### src/rtl/mpc_sequencer_pkg.sv
// Shared mixed-precision controller definitions: opcodes, vector formats,
// EX operand-mux selects and the sub-cycle ratio helper.
package mpc_sequencer_pkg;

    localparam logic [6:0]  OPCODE_VECOP  = 7'h57;
    localparam logic [6:0]  OPCODE_SYSTEM = 7'h73;

    localparam int unsigned NBITS_MAX_KER = 8;
    localparam int unsigned MPC_CTX_NUM   = 2;
    localparam int unsigned MPC_RATIO_W   = 4;
    localparam int unsigned MPC_NUM_DOTP  = 6;

    // DOTUP, DOTUSP, DOTSP, SDOTUP, SDOTUSP, SDOTSP
    localparam logic [MPC_NUM_DOTP-1:0][5:0] MPC_DOTP_FUNCT6 = {
        6'b101110, 6'b101010, 6'b101000,
        6'b100110, 6'b100010, 6'b100000
    };

    typedef enum logic [3:0] {
        IVEC_FMT_16,
        IVEC_FMT_8,
        IVEC_FMT_4,
        IVEC_FMT_2,
        MIXED_2x4,
        MIXED_4x8,
        MIXED_8x16,
        MIXED_2x8,
        MIXED_4x16,
        MIXED_2x16
    } ivec_mode_fmt;

    typedef enum logic [1:0] {
        MPC_CSR,
        MPC_CSR_WRITE,
        MPC_MIX_CNTRL
    } mux_sel_mpc;

    function automatic logic [MPC_RATIO_W-1:0] mpc_ratio(input ivec_mode_fmt fmt);
        case (fmt)
            MIXED_2x4, MIXED_4x8, MIXED_8x16: mpc_ratio = MPC_RATIO_W'(2);
            MIXED_2x8, MIXED_4x16:            mpc_ratio = MPC_RATIO_W'(4);
            MIXED_2x16:                       mpc_ratio = MPC_RATIO_W'(8);
            default:                          mpc_ratio = MPC_RATIO_W'(1);
        endcase
    endfunction

endpackage

### src/rtl/mpc_sequencer_ctx_counter.sv
// One accumulation context: skip counter gating a modulo-ratio sub-cycle counter.
module mpc_ctx_counter
    import mpc_sequencer_pkg::*;
#(
    parameter int unsigned NBITS_CYC  = 3,
    parameter int unsigned NBITS_SKIP = NBITS_MAX_KER
) (
    input  logic                   clk,
    input  logic                   rst_n,
    input  logic                   clear,
    input  logic                   load,
    input  logic [NBITS_CYC-1:0]   load_val,
    input  logic                   step,
    input  logic [NBITS_SKIP:0]    skip_eff,
    input  logic [MPC_RATIO_W-1:0] ratio,
    output logic [NBITS_CYC-1:0]   cycle,
    output logic [NBITS_CYC-1:0]   next_cycle,
    output logic                   cyc_step,
    output logic                   wrap,
    output logic                   busy
);

    localparam int unsigned CMP_W = (NBITS_CYC > MPC_RATIO_W) ? NBITS_CYC : MPC_RATIO_W;

    logic [NBITS_CYC-1:0]  cycle_q;
    logic [NBITS_SKIP-1:0] skip_q;
    logic [NBITS_SKIP:0]   skip_inc;
    logic                  skip_done;
    logic                  at_last;

    always_comb begin
        skip_inc  = {1'b0, skip_q} + (NBITS_SKIP+1)'(1);
        skip_done = !(skip_inc < skip_eff);
        cyc_step  = step && skip_done && (ratio > MPC_RATIO_W'(1));
        // >= rather than == so out-of-range CSR writes still wrap on the next step
        at_last   = CMP_W'(cycle_q) >= CMP_W'(ratio - MPC_RATIO_W'(1));
        next_cycle = cycle_q;
        if (cyc_step)
            next_cycle = at_last ? '0 : cycle_q + NBITS_CYC'(1);
        wrap = cyc_step && at_last && (cycle_q != '0);
    end

    always_ff @(posedge clk or negedge rst_n) begin
        if (!rst_n) begin
            cycle_q <= '0;
            skip_q  <= '0;
        end else if (clear) begin
            cycle_q <= '0;
            skip_q  <= '0;
        end else if (load) begin
            cycle_q <= load_val;
            skip_q  <= '0;
        end else if (step) begin
            if (skip_done) begin
                skip_q  <= '0;
                cycle_q <= next_cycle;
            end else begin
                skip_q  <= skip_inc[NBITS_SKIP-1:0];
            end
        end
    end

    assign cycle = cycle_q;
    assign busy  = (cycle_q != '0) || (skip_q != '0);

endmodule

### src/rtl/mpc_sequencer.sv
// Multi-context mixed-precision cycle controller: dotp/CSR decode, per-context
// counters, selected-context readout and the registered EX operand-mux select.
module mpc_sequencer
    import mpc_sequencer_pkg::*;
#(
    parameter int unsigned NUM_CTX    = MPC_CTX_NUM,
    parameter int unsigned NBITS_CYC  = 3,
    parameter int unsigned NBITS_SKIP = NBITS_MAX_KER,
    parameter logic [11:0] CSR_ADDR   = 12'h00D,
    localparam int unsigned CTX_W     = (NUM_CTX > 1) ? $clog2(NUM_CTX) : 1
) (
    input  logic                 clk,
    input  logic                 rst_n,
    input  logic                 illegal_insn_i,
    input  logic                 is_decoding_i,
    input  logic                 ex_ready_i,
    input  logic [31:0]          instr_rdata_i,
    input  ivec_mode_fmt         ivec_fmt_i,
    input  logic [CTX_W-1:0]     ctx_sel_i,
    input  logic [NBITS_SKIP-1:0] skip_size_i,
    input  logic                 csr_we_i,
    input  logic [NBITS_CYC-1:0] csr_wdata_i,
    input  logic                 flush_i,
    output logic [NBITS_CYC-1:0] cycle_o,
    output logic [NBITS_CYC-1:0] next_cycle_o,
    output logic                 mux_sel_wcsr_o,
    output mux_sel_mpc           mux_sel_mpc_o,
    output logic                 wrap_o,
    output logic [NUM_CTX-1:0]   busy_o
);

    logic                   is_dotp;
    logic                   is_csrw;
    logic                   fire;
    logic [NBITS_SKIP:0]    skip_eff;
    logic [MPC_RATIO_W-1:0] ratio;
    logic                   wrap_sel;
    logic                   unused_instr;

    logic [NBITS_CYC-1:0] cycle_a      [NUM_CTX];
    logic [NBITS_CYC-1:0] next_cycle_a [NUM_CTX];
    logic                 cyc_step_a   [NUM_CTX];
    logic                 wrap_a       [NUM_CTX];

    assign unused_instr = ^{instr_rdata_i[19:14], instr_rdata_i[11:7]};
    assign ratio        = mpc_ratio(ivec_fmt_i);

    always_comb begin
        is_dotp = 1'b0;
        if (instr_rdata_i[6:0] == OPCODE_VECOP) begin
            for (int unsigned i = 0; i < MPC_NUM_DOTP; i++)
                if (instr_rdata_i[31:26] == MPC_DOTP_FUNCT6[i])
                    is_dotp = 1'b1;
        end
        is_csrw  = (instr_rdata_i[6:0] == OPCODE_SYSTEM) &&
                   (instr_rdata_i[13:12] == 2'b01) &&
                   (instr_rdata_i[31:20] == CSR_ADDR);
        fire     = !illegal_insn_i && is_decoding_i && ex_ready_i && is_dotp;
        skip_eff = (skip_size_i == '0) ? (NBITS_SKIP+1)'(1) : {1'b0, skip_size_i};
    end

    for (genvar g = 0; g < NUM_CTX; g++) begin : g_ctx
        logic sel;
        assign sel = (ctx_sel_i == CTX_W'(g));

        mpc_ctx_counter #(
            .NBITS_CYC  (NBITS_CYC),
            .NBITS_SKIP (NBITS_SKIP)
        ) u_ctx (
            .clk        (clk),
            .rst_n      (rst_n),
            .clear      (flush_i),
            .load       (csr_we_i && sel),
            .load_val   (csr_wdata_i),
            .step       (fire && sel),
            .skip_eff   (skip_eff),
            .ratio      (ratio),
            .cycle      (cycle_a[g]),
            .next_cycle (next_cycle_a[g]),
            .cyc_step   (cyc_step_a[g]),
            .wrap       (wrap_a[g]),
            .busy       (busy_o[g])
        );
    end

    always_comb begin
        cycle_o        = '0;
        next_cycle_o   = '0;
        mux_sel_wcsr_o = 1'b0;
        wrap_sel       = 1'b0;
        for (int unsigned i = 0; i < NUM_CTX; i++) begin
            if (ctx_sel_i == CTX_W'(i)) begin
                cycle_o        = cycle_a[i];
                next_cycle_o   = next_cycle_a[i];
                mux_sel_wcsr_o = cyc_step_a[i];
                wrap_sel       = wrap_a[i];
            end
        end
    end

    // A wrap only counts if the step actually commits (no flush / CSR override)
    always_ff @(posedge clk or negedge rst_n) begin
        if (!rst_n) begin
            mux_sel_mpc_o <= MPC_CSR;
            wrap_o        <= 1'b0;
        end else begin
            wrap_o <= wrap_sel && !flush_i && !csr_we_i;
            if (is_decoding_i) begin
                if (is_csrw)
                    mux_sel_mpc_o <= MPC_CSR_WRITE;
                else if (is_dotp)
                    mux_sel_mpc_o <= MPC_MIX_CNTRL;
                else
                    mux_sel_mpc_o <= MPC_CSR;
            end
        end
    end

endmodule
### config.mk
export PLATFORM = sky130hd
export DESIGN_NAME = mpc_sequencer
export DESIGN_NICKNAME = d
export VERILOG_FILES = /design/src/rtl/mpc_sequencer_pkg.sv /design/src/rtl/mpc_sequencer_ctx_counter.sv /design/src/rtl/mpc_sequencer.sv
export SDC_FILE = /design/constraint.sdc
export NUM_CORES = 1
export LEC_CHECK = 0
export ABC_AREA = 1
export CAP_MARGIN = 30
export CELL_PAD_IN_SITES_DETAIL_PLACEMENT = 2
export CELL_PAD_IN_SITES_GLOBAL_PLACEMENT = 2
export CORE_UTILIZATION = 30
export CTS_BUF_LIST = sky130_fd_sc_hd__clkbuf_4 sky130_fd_sc_hd__clkbuf_8
export CTS_CLUSTER_DIAMETER = 100
export DETAILED_ROUTE_END_ITERATION = 8
export PLACE_DENSITY = 0.86
export SLEW_MARGIN = 20
export SYNTH_ARGS = -nofsm -noshare
export SYNTH_HDL_FRONTEND = slang
export SYNTH_SLANG_ARGS = --single-unit
### constraint.sdc
create_clock -name clk -period 7.1 [get_ports clk]
set_input_delay 1.42 -clock clk [delete_from_list [all_inputs] [get_ports clk]]
set_output_delay 1.42 -clock clk [all_outputs]
set_load 0.01 [all_outputs]
==> flow_summary.toml <==
[status]
outcome = "complete, no violations"

[clocking]
cts_setup_buffers = 0
htree_levels = 1
root_buffer = "clkbuf_8"
clk_latency_ns = 0.29
cts.clk_slew.worst_paths_ns = 0.10
cts_hold_buf = 0
clock-sinks = 25
cts_resized = 0
cts_buffer_depth = 2
tritoncts = "built"
cts_buffers = 3

[global_route]
grt_max_degree = 26
grt_pass1_wl_um = 15340
grt_overflow_total = 0
antenna_found_initial = 0
grt_pass1_vias = 3238
grt.total_usage_pct = 19.82

[synthesis]
async_reset_ff_share_pct = 100.0
synth_fp_nets = 488
yosysSeqAreaShare_pct = 23.05
synth_compound_area_share_pct = 9.451
synth_edf_count = 0
synth_most_common_cell = "inv_1"
ys_ff_latch = 25
syn_avg_cell_area_um2 = 6.668
synth_top_area_cell = "dfrtp_1"
synthCells = 407
synthTopCellsByArea = "dfrtp_1, ha_1, inv_1"
synthXorXnorAreaFrac_pct = 3.550
synthAdderAreaFrac_pct = 11.99
synthSimpleGateAreaFrac_pct = 39.19
syn_area_um2 = 2714
muxShareOfSynthArea_pct = 0
synth_top_family_by_area = "simple AND/OR/NAND/NOR gates"
synth_top_cells_by_count = "inv_1, nand2_1, nor2_1"
yosysWarnings = 0
synth_ff_type = "dfrtp_1"
synthDistinctLibCells = 37
yosysTopAreaCellShare_pct = 23.05

[sta]
fmax_mhz = 168.8
setup_viol = 0
maxSlewViolCount = 0
fin_crit_ns = 5.925
final.setup.tns_ns = 0
timing.final.crit_share_pct = 83.44
hold_viol = 0
rsz0062_at_grt = "no"
fin_hold_ws_ns = 0.5333
skew_ns = 0.009298
slew_headroom_pct = 59.98
finalWorstSetupSlack_ns = 1.175
worstMarginPinSlew_ns = 0.5985

[worst_setup_path]
worst_path_max_delay_cell = "clkdlybuf4s50_1"
critical_path_required_ns = 5.68
crit_path_end_kind = "output pin"
crit_path_start_kind = "primary input"
path_buf_inv = 5
cp_top_family = "buffers and inverters"
arrival_ns = 4.50
slowest_delay_ns = 0.53
path_max_fanout = 3
path_cells = "clkdlybuf4s50_1 -> nor2_1 -> nand2_1 -> inv_1 -> a31oi_1 -> ha_1 -> inv_1 -> nor2_1 -> o21ai_0 -> nand2_1 -> a31oi_1 -> inv_1 -> nor2_1 -> nand4_1 -> nand3_1 -> o21a_1 -> clkdlybuf4s50_1"
ff2ff_setup_slack_ns = 4.25
crit_type = "primary input to output pin"

[routing]
route.detailed.drc = 0
routedWlPerCell_um = 16.05
via_per_inst = 5.060
route.antenna.remaining_nets = 0
firstDrtPassIters = 4
drt_iter0_drc = 26
dr_total_vias = 2879
drt_wl_total_um = 9134

[floorplanning]
die_w_um = 97.11
fp.dieH_um = 97.11
start_util_pct = 31.12
num_rows = 34
ioPinCount = 67
dieArea_um2 = 9430
coreArea_um2 = 8721

[power_and_ir_drop]
p_total_mw = 0.3700
p_leak_nw = 1.704
peakVddDrop_mv = 0.04234
power_density_nw_per_um2 = 108.4

[flow_run]
maxCapViolCount = 0

[final_layout]
synthToLayoutAreaGrowth_pct = 25.77
final_nets = 543
antenna_cells = 0
drive_gt1_share_pct = 8.243

[hold_path]
min_path_type = "flip-flop to flip-flop"

[place]
pre_cts_slack_ns = 1.167
gp_congestion = 0.8461
numPortBuffers = 55
hpwl_um = 7576
logic make-up (layout without fill, tap and decap cells):
logic type,Yosys count,count (layout)
AOI/OAI and AO/OA,44,44
adders and majority gates,26,26
and+or+nand+nor,214,214
xor gates and xnor gates,11,11
buffers and inverters,87,141
DFF,25,25
power breakdown:
part           leakage [nW]  switching [mW]  total [mW]  internal [mW]
Combinational          1.33          0.0673       0.121         0.0532
Clock                0.0262          0.0550      0.0993         0.0443
Sequential            0.346         0.00498       0.150          0.145
Total                  1.70           0.127       0.370          0.243
layer usage:
layer	wire [um]	up-vias	global-route usage (%)	share of wire (%)
li1	-	1432	-	-
met1	4197	1392	24.63	46
met2	4654	48	37.22	51
met3	214	7	1.871	2.3
met4	67	0	3.330	0.73
met5	0	-	0	0
layout by cell type (no fill, tap or decap), types with 7 or more instances in the layout:
| master | n |
|---|---|
| a21oi_1 | 9 |
| clkdlybuf4s50_1 | 55 |
| dfrtp_1 | 25 |
| ha_1 | 26 |
| inv_1 | 80 |
| nand2_1 | 76 |
| nand2_2 | 10 |
| nand3_1 | 38 |
| nand4_1 | 19 |
| nor2_1 | 42 |
| o21ai_0 | 16 |
| o22ai_1 | 7 |
| xor2_1 | 9 |
final cells by class:
type | instances | area, um2
repair buffers | 56 | 558.0
clock buffers | 4 | 48.80
fillers | 1063 | 5308
multi-input cells | 295 | 1742
flip-flops and latches | 25 | 625.6
inverters | 81 | 304.0
well taps | 108 | 135.1
worst min-delay path, stage by stage (launching register included):
cell     delay [ns]
dfrtp_1        0.38
nand2_1        0.07
o31ai_1        0.06
sequential cells by signal, indices dropped and copies added, names as in the netlist:
signal              flops
g_ctx.u_ctx.cycle       6
mux_sel_mpc_o           2
g_ctx.u_ctx.skip_q     16
wrap_o                  1
metrics by stage:
stage	util, %	std cells	area [um2]
2_1_floorplan	-	407	2714
3_3_place_gp	38.58	565	3364
3_5_place_dp	38.58	565	3364
4_1_cts	39.14	569	3413
5_1_grt	39.14	569	3413
6_report	39.14	569	3413
final timing paths:
path / startpoint / endpoint / cells past startpoint
max: ivec_fmt_i[1] / next_cycle_o[1] / 17
min: mux_sel_mpc_o[0] / mux_sel_mpc_o[0] / 2
max reg2reg: g_ctx[1].u_ctx.skip_q[0] / wrap_o / 17
min reg2reg: mux_sel_mpc_o[0] / mux_sel_mpc_o[0] / 2
max in group asynchronous: rst_n / g_ctx[1].u_ctx.skip_q[7] / 2
min in group asynchronous: rst_n / g_ctx[1].u_ctx.skip_q[5] / 2
(Power assumes the default switching activity.)
